File: src/rtl/fixed_to_float.sv
// Converts a 24-bit signed fixed-point value (FRAC_BITS fractional bits) into an
// IEEE-754 single-precision word by shifting the magnitude left one bit per
// cycle until its leading one reaches bit 23. The result is always exact.
//
// state | meaning
// IDLE  | waiting for in_valid; in_ready high
// NORM  | shifting mag left until bit 23 is set, decrementing exp each shift
// OUT   | floatingPoint valid, held until out_ready
module fixed_to_float #(
  parameter int FRAC_BITS = 22
) (
  input  logic        clk,
  input  logic        reset_n,
  input  logic        in_valid,
  output logic        in_ready,
  input  logic [23:0] fixedPoint,
  output logic        out_valid,
  input  logic        out_ready,
  output logic [31:0] floatingPoint,
  output logic        busy
);

  typedef enum logic [1:0] {IDLE, NORM, OUT} state_t;

  // Exponent when the input's bit 23 is the leading one; each NORM shift lowers it by one.
  localparam logic [8:0] EXP_INIT = 9'(127 + 23 - FRAC_BITS);

  state_t      state;
  logic [23:0] magReg;
  logic [8:0]  expReg;
  logic        signReg;
  logic [23:0] absIn;

  // Magnitude of the input; -2^23 negates to 24'h800000, which is still correct as unsigned.
  always_comb begin
    absIn = fixedPoint;
    if (fixedPoint[23]) absIn = ~fixedPoint + 24'd1;
  end

  assign in_ready = (state == IDLE);
  assign busy     = (state != IDLE);

  // Accept, normalise and hold the result until it is taken downstream.
  always_ff @(posedge clk or negedge reset_n) begin
    if (!reset_n) begin
      state         <= IDLE;
      out_valid     <= 1'b0;
      floatingPoint <= 32'h0;
      magReg        <= 24'h0;
      expReg        <= 9'h0;
      signReg       <= 1'b0;
    end else begin
      case (state)
        IDLE: begin
          if (in_valid) begin
            signReg <= fixedPoint[23];
            magReg  <= absIn;
            expReg  <= EXP_INIT;
            if (absIn == 24'h0) begin
              // Zero skips normalisation and is always emitted as +0.
              floatingPoint <= 32'h0;
              out_valid     <= 1'b1;
              state         <= OUT;
            end else begin
              state <= NORM;
            end
          end
        end
        NORM: begin
          if (magReg[23]) begin
            floatingPoint <= {signReg, 8'(expReg), magReg[22:0]};
            out_valid     <= 1'b1;
            state         <= OUT;
          end else begin
            magReg <= {magReg[22:0], 1'b0};
            expReg <= expReg - 9'd1;
          end
        end
        OUT: begin
          if (out_ready) begin
            out_valid <= 1'b0;
            state     <= IDLE;
          end
        end
        default: begin
          state     <= IDLE;
          out_valid <= 1'b0;
        end
      endcase
    end
  end

endmodule

File: config.mk
export PLATFORM = sky130hd
export DESIGN_NAME = fixed_to_float
export DESIGN_NICKNAME = d
export VERILOG_FILES = /design/src/rtl/fixed_to_float.sv
export SDC_FILE = /design/constraint.sdc
export NUM_CORES = 1
export LEC_CHECK = 0
export BUFFER_PORTS_ARGS = -buffer_cell sky130_fd_sc_hd__buf_2
export CAP_MARGIN = 5
export CORE_MARGIN = 8
export CORE_UTILIZATION = 57
export DETAILED_ROUTE_END_ITERATION = 6
export PLACE_DENSITY = 0.85
export SYNTH_ARGS = -nofsm -noshare
export SYNTH_HDL_FRONTEND = slang
export SYNTH_SLANG_ARGS = --single-unit
File: constraint.sdc
create_clock -name clk -period 1.9 [get_ports clk]
set_input_delay 0.57 -clock clk [delete_from_list [all_inputs] [get_ports clk]]
set_output_delay 0.57 -clock clk [all_outputs]
set_load 0.01 [all_outputs]
Yosys cells after proc, flatten, opt, wreduce, memory -nomap -nowiden
Cells that the tools add are included.

$add $sub $neg: 2. Eq/ne operators: 7. Multiplexer cells: 21. Bitwise logic cells: 1. Reductions and logical operators: 10.

Operator list (count): 32-bit two-way mux (3); 24-bit two-way mux (3); 32-bit case mux with 2 select lines (1); 24-bit case mux with 2 select lines (1); 24-bit by 1-bit adder with 24-bit output, second input constant (1); 24-bit zero test (1); 24-bit inverter (1); 9-bit two-way mux (2); 9-bit case mux with 2 select lines (1); 9-bit by 1-bit subtractor with 9-bit output, second input constant (1); 2-bit two-way mux (4); 2-bit != test, second input constant (4); 4-bit AND reduction (2); 2-bit case mux with 3 select lines (1); 3-bit AND reduction (2); 1-bit two-way mux (4); 2-bit AND reduction (2); 2-bit nonzero test (2); 1-bit case mux with 3 select lines (1); 2-bit by 1-bit == test with 1-bit output, second input constant (1); 2-bit == test, second input constant (1); 2-bit zero test (1); 2-bit by 1-bit != test with 1-bit output, second input constant (1).

Flip-flop bits (word level): 69. Bits of input ports: 28. Output and inout port bits: 35. Word-level logic and storage cells: 48.

Depth between registers and ports, before layout
Gate-level depths: netlist of the first run.

Depth after elaboration: 7. Gate-level depth with buffers: 11. Depth with buffers taken out: 9.

Worst setup path after synthesis of the first run
OpenSTA, ideal clock, no wires.

Path type: input port to flip-flop. Start: input fixedPoint[4]. End: register floatingPoint[23]. Data arrival time: 2862 ps. Required time: 1763 ps. Setup slack: -1099 ps. Stages on the path: 10. Cells stage by stage: buf_2 > or3_4 > buf_6 > nor3_4 > nand4b_1 > a211o_1 > a2111o_1 > nor4_4 > buf_6 > a211oi_2.

Cells in the longest elaborated chain, start to end: 6.

RTL lines: start, declared (RTL line 16) `input logic [23:0] fixedPoint,`; 24-bit inverter (RTL line 37) `if (fixedPoint[23]) absIn = ~fixedPoint + 24'd1;`; 24-bit by 1-bit adder with 24-bit output (RTL line 37); 24-bit two-way mux * (RTL line 37); 24-bit zero test * (RTL line 59) `if (absIn == 24'h0) begin`; 2-bit by 1-bit != test with 1-bit output (no line) *; 4-bit AND reduction (no line) *; end signal, assigned (RTL line 71) `floatingPoint <= {signReg, 8'(expReg), magReg[22:0]};`; end, declared (RTL line 19) `output logic [31:0] floatingPoint,`.

Mark *: on every way between the ends. The rest lies on a longest branch, timed or not. A chain may end at the register's enable or synchronous reset.

Worst setup path in the final report of the first run
Start: input fixedPoint[2]. End: register floatingPoint[4].

Same word-level chain as after synthesis.

==> flow_metrics.tcl, run 1 <==
set metrics [dict create \
    post-dp-hpwl_microns 7700 \
    synth_nets 481 \
    ir_drop_mv 0.5402 \
    fp.dieH_microns 98.86 \
    place_congestion 0.9820 \
    worstRegToRegCells 6 \
    die_w_microns 98.86 \
    slew_viol_final 0 \
    rsz0062_at_grt "yes" \
    antennaDiodeCount 0 \
    ys_seq_elements 68 \
    clk_pin_slew_worst_paths_ns 0.07 \
    core_area_sq_um 6719 \
    drc_errors 0 \
    grt_pass1_vias 3935 \
    powerDensity_nw_per_um2 1289 \
    setup.worst_path.end_class "flip-flop" \
    io_buffers 62 \
    drtAntennaViolNets 0 \
    hold_class "input port to asynchronous set/reset pin" \
    async_flop_share_pct 100.0 \
    synth_cell_type_count 51 \
    synth_seq_area_share_pct 43.48 \
    nNetsFinal 619 \
    drt-initial-drc-count 365 \
    synth_compound_area_share_pct 13.17 \
    antenna_found_initial 0 \
    finalSetupViolCount 44 \
    synth_top_family_by_area "simple AND/OR/NAND/NOR gates" \
    cpPeakStageDelay_ns 0.41 \
    grt_max_degree 69 \
    wl_microns 13180 \
    yosysTopAreaCell "dfrtp_1" \
    htree_levels 3 \
    syn2layout_area_growth_pct 44.09 \
    crit_type "input port to flip-flop" \
    synth_edf_count 0 \
    min_period_ns 2.732 \
    avgSynthCellArea_sq_um 8.678 \
    grt_use_total_pct 24.38 \
    worstSkewPairLatency_ns 0.36 \
    required_ns 2.14 \
    slew_headroom_pct 44.10 \
    synth-simple-area-share_pct 29.48 \
    critPathArrivalTime_ns 2.97 \
    ys_top_cells_by_area "dfrtp_1 43%, nor2_1 8.1%, nor3_2 4.9%" \
    ys.warnings.count 0 \
    grt_first_pass_wirelength_microns 19090 \
    cp_max_fo 8 \
    drive_above_1_share_pct 42.50 \
    critPathLaunchType "input port" \
    dieArea_sq_um 9773 \
    dp.cells 636 \
    synth_ff_type "dfrtp_1" \
    dr.pass1.iters 5 \
    ioPinCount 63 \
    rrSetupSlack_ns -0.01 \
    hold_viol 0 \
    cts_buffers 9 \
    viasPerCell 6.134 \
    synthMuxAreaShare_pct 2.334 \
    vias 4128 \
    power_w 0.007268 \
    cts_buffer_depth 2 \
    fmax_mhz 366.0 \
    hold_buffers 0 \
    crit_top_cell "buf_4" \
    postSynthCellCount 451 \
    clock_sinks 68 \
    worst_pin_slew_ns 0.8354 \
    status "complete, but fails checks" \
    fin_skew_ns 0.003870 \
    setup_ws_ns -0.8323 \
    finalCritPeriodShare_pct 143.8 \
    maxCapViolCount 0 \
    synthAdderAreaFrac_pct 0.6394 \
    routedWlPerCell_microns 19.59 \
    slowest_stage "or3_4" \
    cts_tree "built" \
    rows 30 \
    cts-root-buf "clkbuf_8" \
    p_leak_nw 2.559 \
    r2r_end "expReg[7]$_DFFE_PN0P_" \
    violations "negative setup slack" \
    cp_cell_sequence "buf_2 > or3_4 > buf_4 > nor3_1 > o211ai_1 > a211oi_2 > nand4b_1 > nor4_4 > buf_4 > clkbuf_16 > nor3_2" \
    synth_top_area_share_pct 43.48 \
    r2r-start "state[1]$_DFFE_PN0P_" \
    netlist_area_sq_um 3914 \
    stdcell_count 673 \
    overflow 0 \
    synth_xor_area_share_pct 6.042 \
    start_util_pct 58.25 \
]
[synthesized netlist by cell type, drive strengths merged (5+ instances only)]
master and count:
nor2 84, dfrtp 68, nand2 46, nor3 46
o21ai 37, clkbuf 24, xnor2 17, a21oi 11
nor4 10, xor2 10, buf 9, a22oi 8
mux2i 8, a31oi 7, or3 7, inv 6
nand2b 5
[critical path: cells and delay by family]
kind,cells,cell delay [ns]
and+or+nand+nor,5,1.28
buffers and inverters,4,0.66
AOI/OAI and AO/OA,2,0.45
[worst max path at each step]
stage,start,end,slack (ns),depth (start not counted)
6_report,fixedPoint[2],floatingPoint[4]$_DFFE_PN0P_,-0.83,11
5_1_grt,fixedPoint[5],floatingPoint[4]$_DFFE_PN0P_,-0.94,11
4_1_cts,fixedPoint[5],floatingPoint[9]$_DFFE_PN0P_,-0.62,10
3_5_place_dp,fixedPoint[1],floatingPoint[9]$_DFFE_PN0P_,-1.14,10
3_3_place_gp,fixedPoint[3],floatingPoint[9]$_DFFE_PN0P_,-1.11,9
2_1_floorplan,fixedPoint[4],floatingPoint[23]$_DFFE_PN0P_,-1.01,10
[cells in the final DEF (no fill, tap or decap), types with 3 or more instances in the layout]
cell and instances:
buf_12 6, nor3_2 26, or4_1 3, nor3_4 8, a211o_1 3, clkinv_2 3, nor4_1 3, buf_4 81
buf_6 12, nand2_1 42, nor3_1 12, a21oi_1 9, nand2_2 3, dfrtp_1 68, clkbuf_1 3, mux2i_1 8
o21ai_0 27, inv_1 4, or3_1 3, xnor2_1 13, clkbuf_8 9, nor4_2 5, o41ai_4 3, or3_4 4
a211oi_2 3, o21ai_2 3, buf_2 58, a22oi_1 8, nand3_1 3, nor2_1 82, o21ai_1 6, xor2_1 8
xnor2_2 4, nand2b_1 4, nand4b_1 3, a31oi_1 5
[state kept, by name, summed over array words and instances (netlist names)]
name and flops:
expReg 8, floatingPoint 32, magReg 24, out_valid 1
signReg 1, state 2
[logic make-up after synthesis]
family / after synthesis
buffers and inverters: 40
multiplexers: 9
adder cells (fa/ha/maj): 2
flip-flops: 68
XOR/XNOR: 27
AND/OR/NAND/NOR: 223
AO/OA/AOI/OAI: 82
[layer usage]
layer,share of wire [%],global-route usage (%),vias to the layer above
li1,-,-,1838
met1,38,29.50,2013
met2,52,41.01,229
met3,7.1,4.651,48
met4,3.2,11.10,0
met5,0,0,-
[layout make-up]
class                   instances  area, sq um
inverters                       7        31.28
clock buffers                  12        135.1
well taps                      80        100.1
clock inverters                 3        15.01
repair buffers                160         1234
multi-input cells             343         2422
flip-flops and latches         68         1702
fillers                       361         1080
[where the power goes]
part | internal [W] | switching, W | leakage, nW
sequential | 0.00218 | 0.000557 | 0.804
clock | 0.000460 | 0.000522 | 0.0800
combinational | 0.00150 | 0.00205 | 1.68
[through the flow]
stage	hold slack [ns]	TNS, ns	util [%]	setup WS [ns]	instance area (sq um)
floorplan	0.2744	-34.14	-	-1.010	3995
global placement	0.4611	-41.47	72.31	-1.115	4858
detailed placement	0.4701	-42.33	72.31	-1.140	4858
CTS	0.2288	-21.31	78.55	-0.6215	5278
global route	0.2495	-33.45	83.93	-0.9407	5639
finish	0.2140	-28.67	83.93	-0.8323	5639
[what timing repair did]
| item | 4_1_cts | 5_1_grt |
|---|---|---|
| endpoints found under the setup margin | 37 | 52 |
| gates resized for setup | 24 | 61 |
| pin swaps | 18 | 21 |
| setup buffers | 9 | 14 |
| cloned | 2 | 1 |
Note: power is estimated with default switching activity, not from simulation.
==> inputs of run 2 (changes only) <==
--- a/config.mk
+++ b/config.mk
@@ -10,7 +10,9 @@
 export CORE_MARGIN = 8
 export CORE_UTILIZATION = 57
 export DETAILED_ROUTE_END_ITERATION = 6
+export GPL_TIMING_DRIVEN = 0
 export PLACE_DENSITY = 0.85
+export SETUP_SLACK_MARGIN = 0.05
 export SYNTH_ARGS = -nofsm -noshare
 export SYNTH_HDL_FRONTEND = slang
 export SYNTH_SLANG_ARGS = --single-unit
==> flow_metrics.tcl, run 2 (synthesized netlist as in run 1, its figures left out) <==
set metrics [dict create \
    status "complete, but fails checks" \
    violations "negative setup slack" \
    required_ns 2.12 \
    start_util_pct 58.25 \
    dp.cells 586 \
    p_sw_share_pct 41.65 \
    critPathTopFamily "simple AND/OR/NAND/NOR gates" \
    p_leak_nw 2.252 \
    maxCapViolCount 0 \
    worst-path-buf-inv 6 \
    fill_cells 453 \
    rrSetupSlack_ns -0.19 \
    cp_max_fo 5 \
    stdcell_count 638 \
    drtAntennaViolNets 0 \
    setup_ws_ns -0.8455 \
    ir_drop_mv 0.4591 \
    r2r_end "floatingPoint[21]$_DFFE_PN0P_" \
    ioPinCount 63 \
    cts_buffers 9 \
    rsz0062_at_grt "yes" \
    ff_latch_area_sq_um 1702 \
    drt-initial-drc-count 237 \
    fin_skew_ns 0.004742 \
    fp.dieH_microns 98.86 \
    grt_max_degree 69 \
    slew_headroom_pct 44.44 \
    endpoint "floatingPoint[31]$_DFFE_PN0P_" \
    powerDensity_nw_per_um2 1343 \
    grt_pass1_vias 3630 \
    antennaDiodeCount 0 \
    r2r-start "state[0]$_DFFE_PN0P_" \
    wl_microns 11090 \
    finalCritPeriodShare_pct 144.5 \
    clock_sinks 68 \
    p_int_w 0.004068 \
    vias 3726 \
    combPwrFrac_pct 46.8 \
    layout_commonest_cell "nor2_1" \
    antenna_found_initial 0 \
    grt_first_pass_wirelength_microns 17870 \
    setup.worst_path.end_class "flip-flop" \
    slowest_stage "or3_4" \
    cts_buffer_depth 2 \
    critPathLaunchType "input port" \
    crit_type "input port to flip-flop" \
    cts-root-buf "clkbuf_8" \
    worstRegToRegCells 6 \
    dr.pass1.iters 5 \
    drc_errors 0 \
    cpPeakStageDelay_ns 0.40 \
    drive_above_1_share_pct 34.05 \
    hold_viol 0 \
    core_area_sq_um 6719 \
    slew_viol_final 0 \
    overflow 0 \
    rows 30 \
    worst_pin_slew_ns 0.8335 \
    regMostFlops "floatingPoint" \
    layout_common_cells "81 x nor2_1, 68 x dfrtp_1, 52 x buf_2, 44 x nand2_1, 32 x buf_4" \
    reg_top3 "floatingPoint x32, magReg x24, expReg x8" \
    place_congestion 0.9151 \
    critPathLaunch "fixedPoint[5]" \
    finalSetupViolCount 37 \
    hold_class "input port to asynchronous set/reset pin" \
    routedWlPerCell_microns 17.38 \
    cts_tree "built" \
    p_clk_share_pct 14.4 \
    clk_pin_slew_worst_paths_ns 0.06 \
    viasPerCell 5.840 \
    min_period_ns 2.745 \
    p_switching_w 0.002904 \
    dp_slack_ns -1.544 \
    syn2layout_area_growth_pct 32.67 \
    cp.depth 13 \
    cp_cell_sequence "buf_12 > or3_4 > buf_4 > buf_4 > nor4_2 > xor2_1 > a2bb2oi_1 > a2111o_1 > nor4_4 > buf_6 > buf_6 > buf_6 > nor3_2" \
    fmax_mhz 364.2 \
    grt_use_total_pct 22.44 \
    setup_tns_ns -28.15 \
    crit_top_cell "buf_6" \
    die_w_microns 98.86 \
    nNetsFinal 583 \
    largest_reg_flops 32 \
    htree_levels 3 \
    post-dp-hpwl_microns 7311 \
    seqPwrFrac_pct 38.8 \
    worstSkewPairLatency_ns 0.33 \
    power_w 0.006972 \
    io_buffers 55 \
    dieArea_sq_um 9773 \
    critPathArrivalTime_ns 2.96 \
    multi_input_area_sq_um 2325 \
]
run 2: cell count changes in the layout (fill, tap and decap cells not counted), sizes merged:
cell | before | now
buf | 159 | 105
clkbuf | 13 | 33
clkinv | 4 | 3
run 2: area by class of cell:
type / instances / area share, %
repair buffers: 92 / 11.88
well taps: 80 / 1.928
inverters: 7 / 0.5060
flip-flops and latches: 68 / 32.77
multi-input cells: 343 / 44.77
clock inverters: 2 / 0.1928
clock buffers: 14 / 2.940
plain buffers: 32 / 5.012
run 2: power by group through the flow:
stage	registers (W)	logic, W	clock network (W)
2_1_floorplan	0.00277	0.00195	0
3_3_place_gp	0.00267	0.00293	0
3_5_place_dp	0.00269	0.00304	0
4_1_cts	0.00268	0.00315	0.00101
5_1_grt	0.00279	0.00364	0.00106
6_report	0.00270	0.00326	0.00101
run 2: worst reg2reg max path: stages (launching register included):
cell      delay, ns
dfrtp_1        0.42
nor2b_1        0.31
and2_1         0.17
clkbuf_1       0.35
clkbuf_1       0.43
nor2_1         0.15
nor3_4         0.18
run 2: routing by layer:
| layer | global-route usage [%] | wire [microns] | vias to the layer above |
|---|---|---|---|
| met1 | 28.66 | 4809 | 1786 |
| li1 | - | - | 1773 |
| met2 | 36.90 | 5495 | 149 |
| met4 | 8.855 | 187 | 0 |
| met5 | 0 | 0 | - |
| met3 | 3.735 | 597 | 18 |
run 2: repair_timing:
action                                  in CTS  in global routing
resized for setup                           42                 62
endpoints found under the setup margin      59                 64
pin swaps                                   21                 25
cloned                                       1                  0
buffers inserted                            20                 17
endpoints found under the hold margin        0                  0
hold buffers                                 0                  0
run 2: worst min-delay path by stage:
stage                                         end  slack, ns  depth (start not counted)
finish              floatingPoint[18]$_DFFE_PN0P_       0.34                          1
global route        floatingPoint[17]$_DFFE_PN0P_       0.41                          1
CTS                 floatingPoint[17]$_DFFE_PN0P_       0.36                          1
detailed placement            signReg$_DFFE_PN0P_       0.47                          2
global placement            expReg[1]$_DFFE_PN0P_       0.46                          2
floorplan                   expReg[0]$_DFFE_PN0P_       0.27                          0
run 2: through the flow:
stage	util, %	area, sq um	hold slack, ns
detailed placement	65.20	4380	0.4706
global route	77.28	5192	0.4069
finish	77.28	5192	0.3367
global placement	65.16	4378	0.4618
floorplan	-	4003	0.2744
CTS	73.13	4913	0.3586
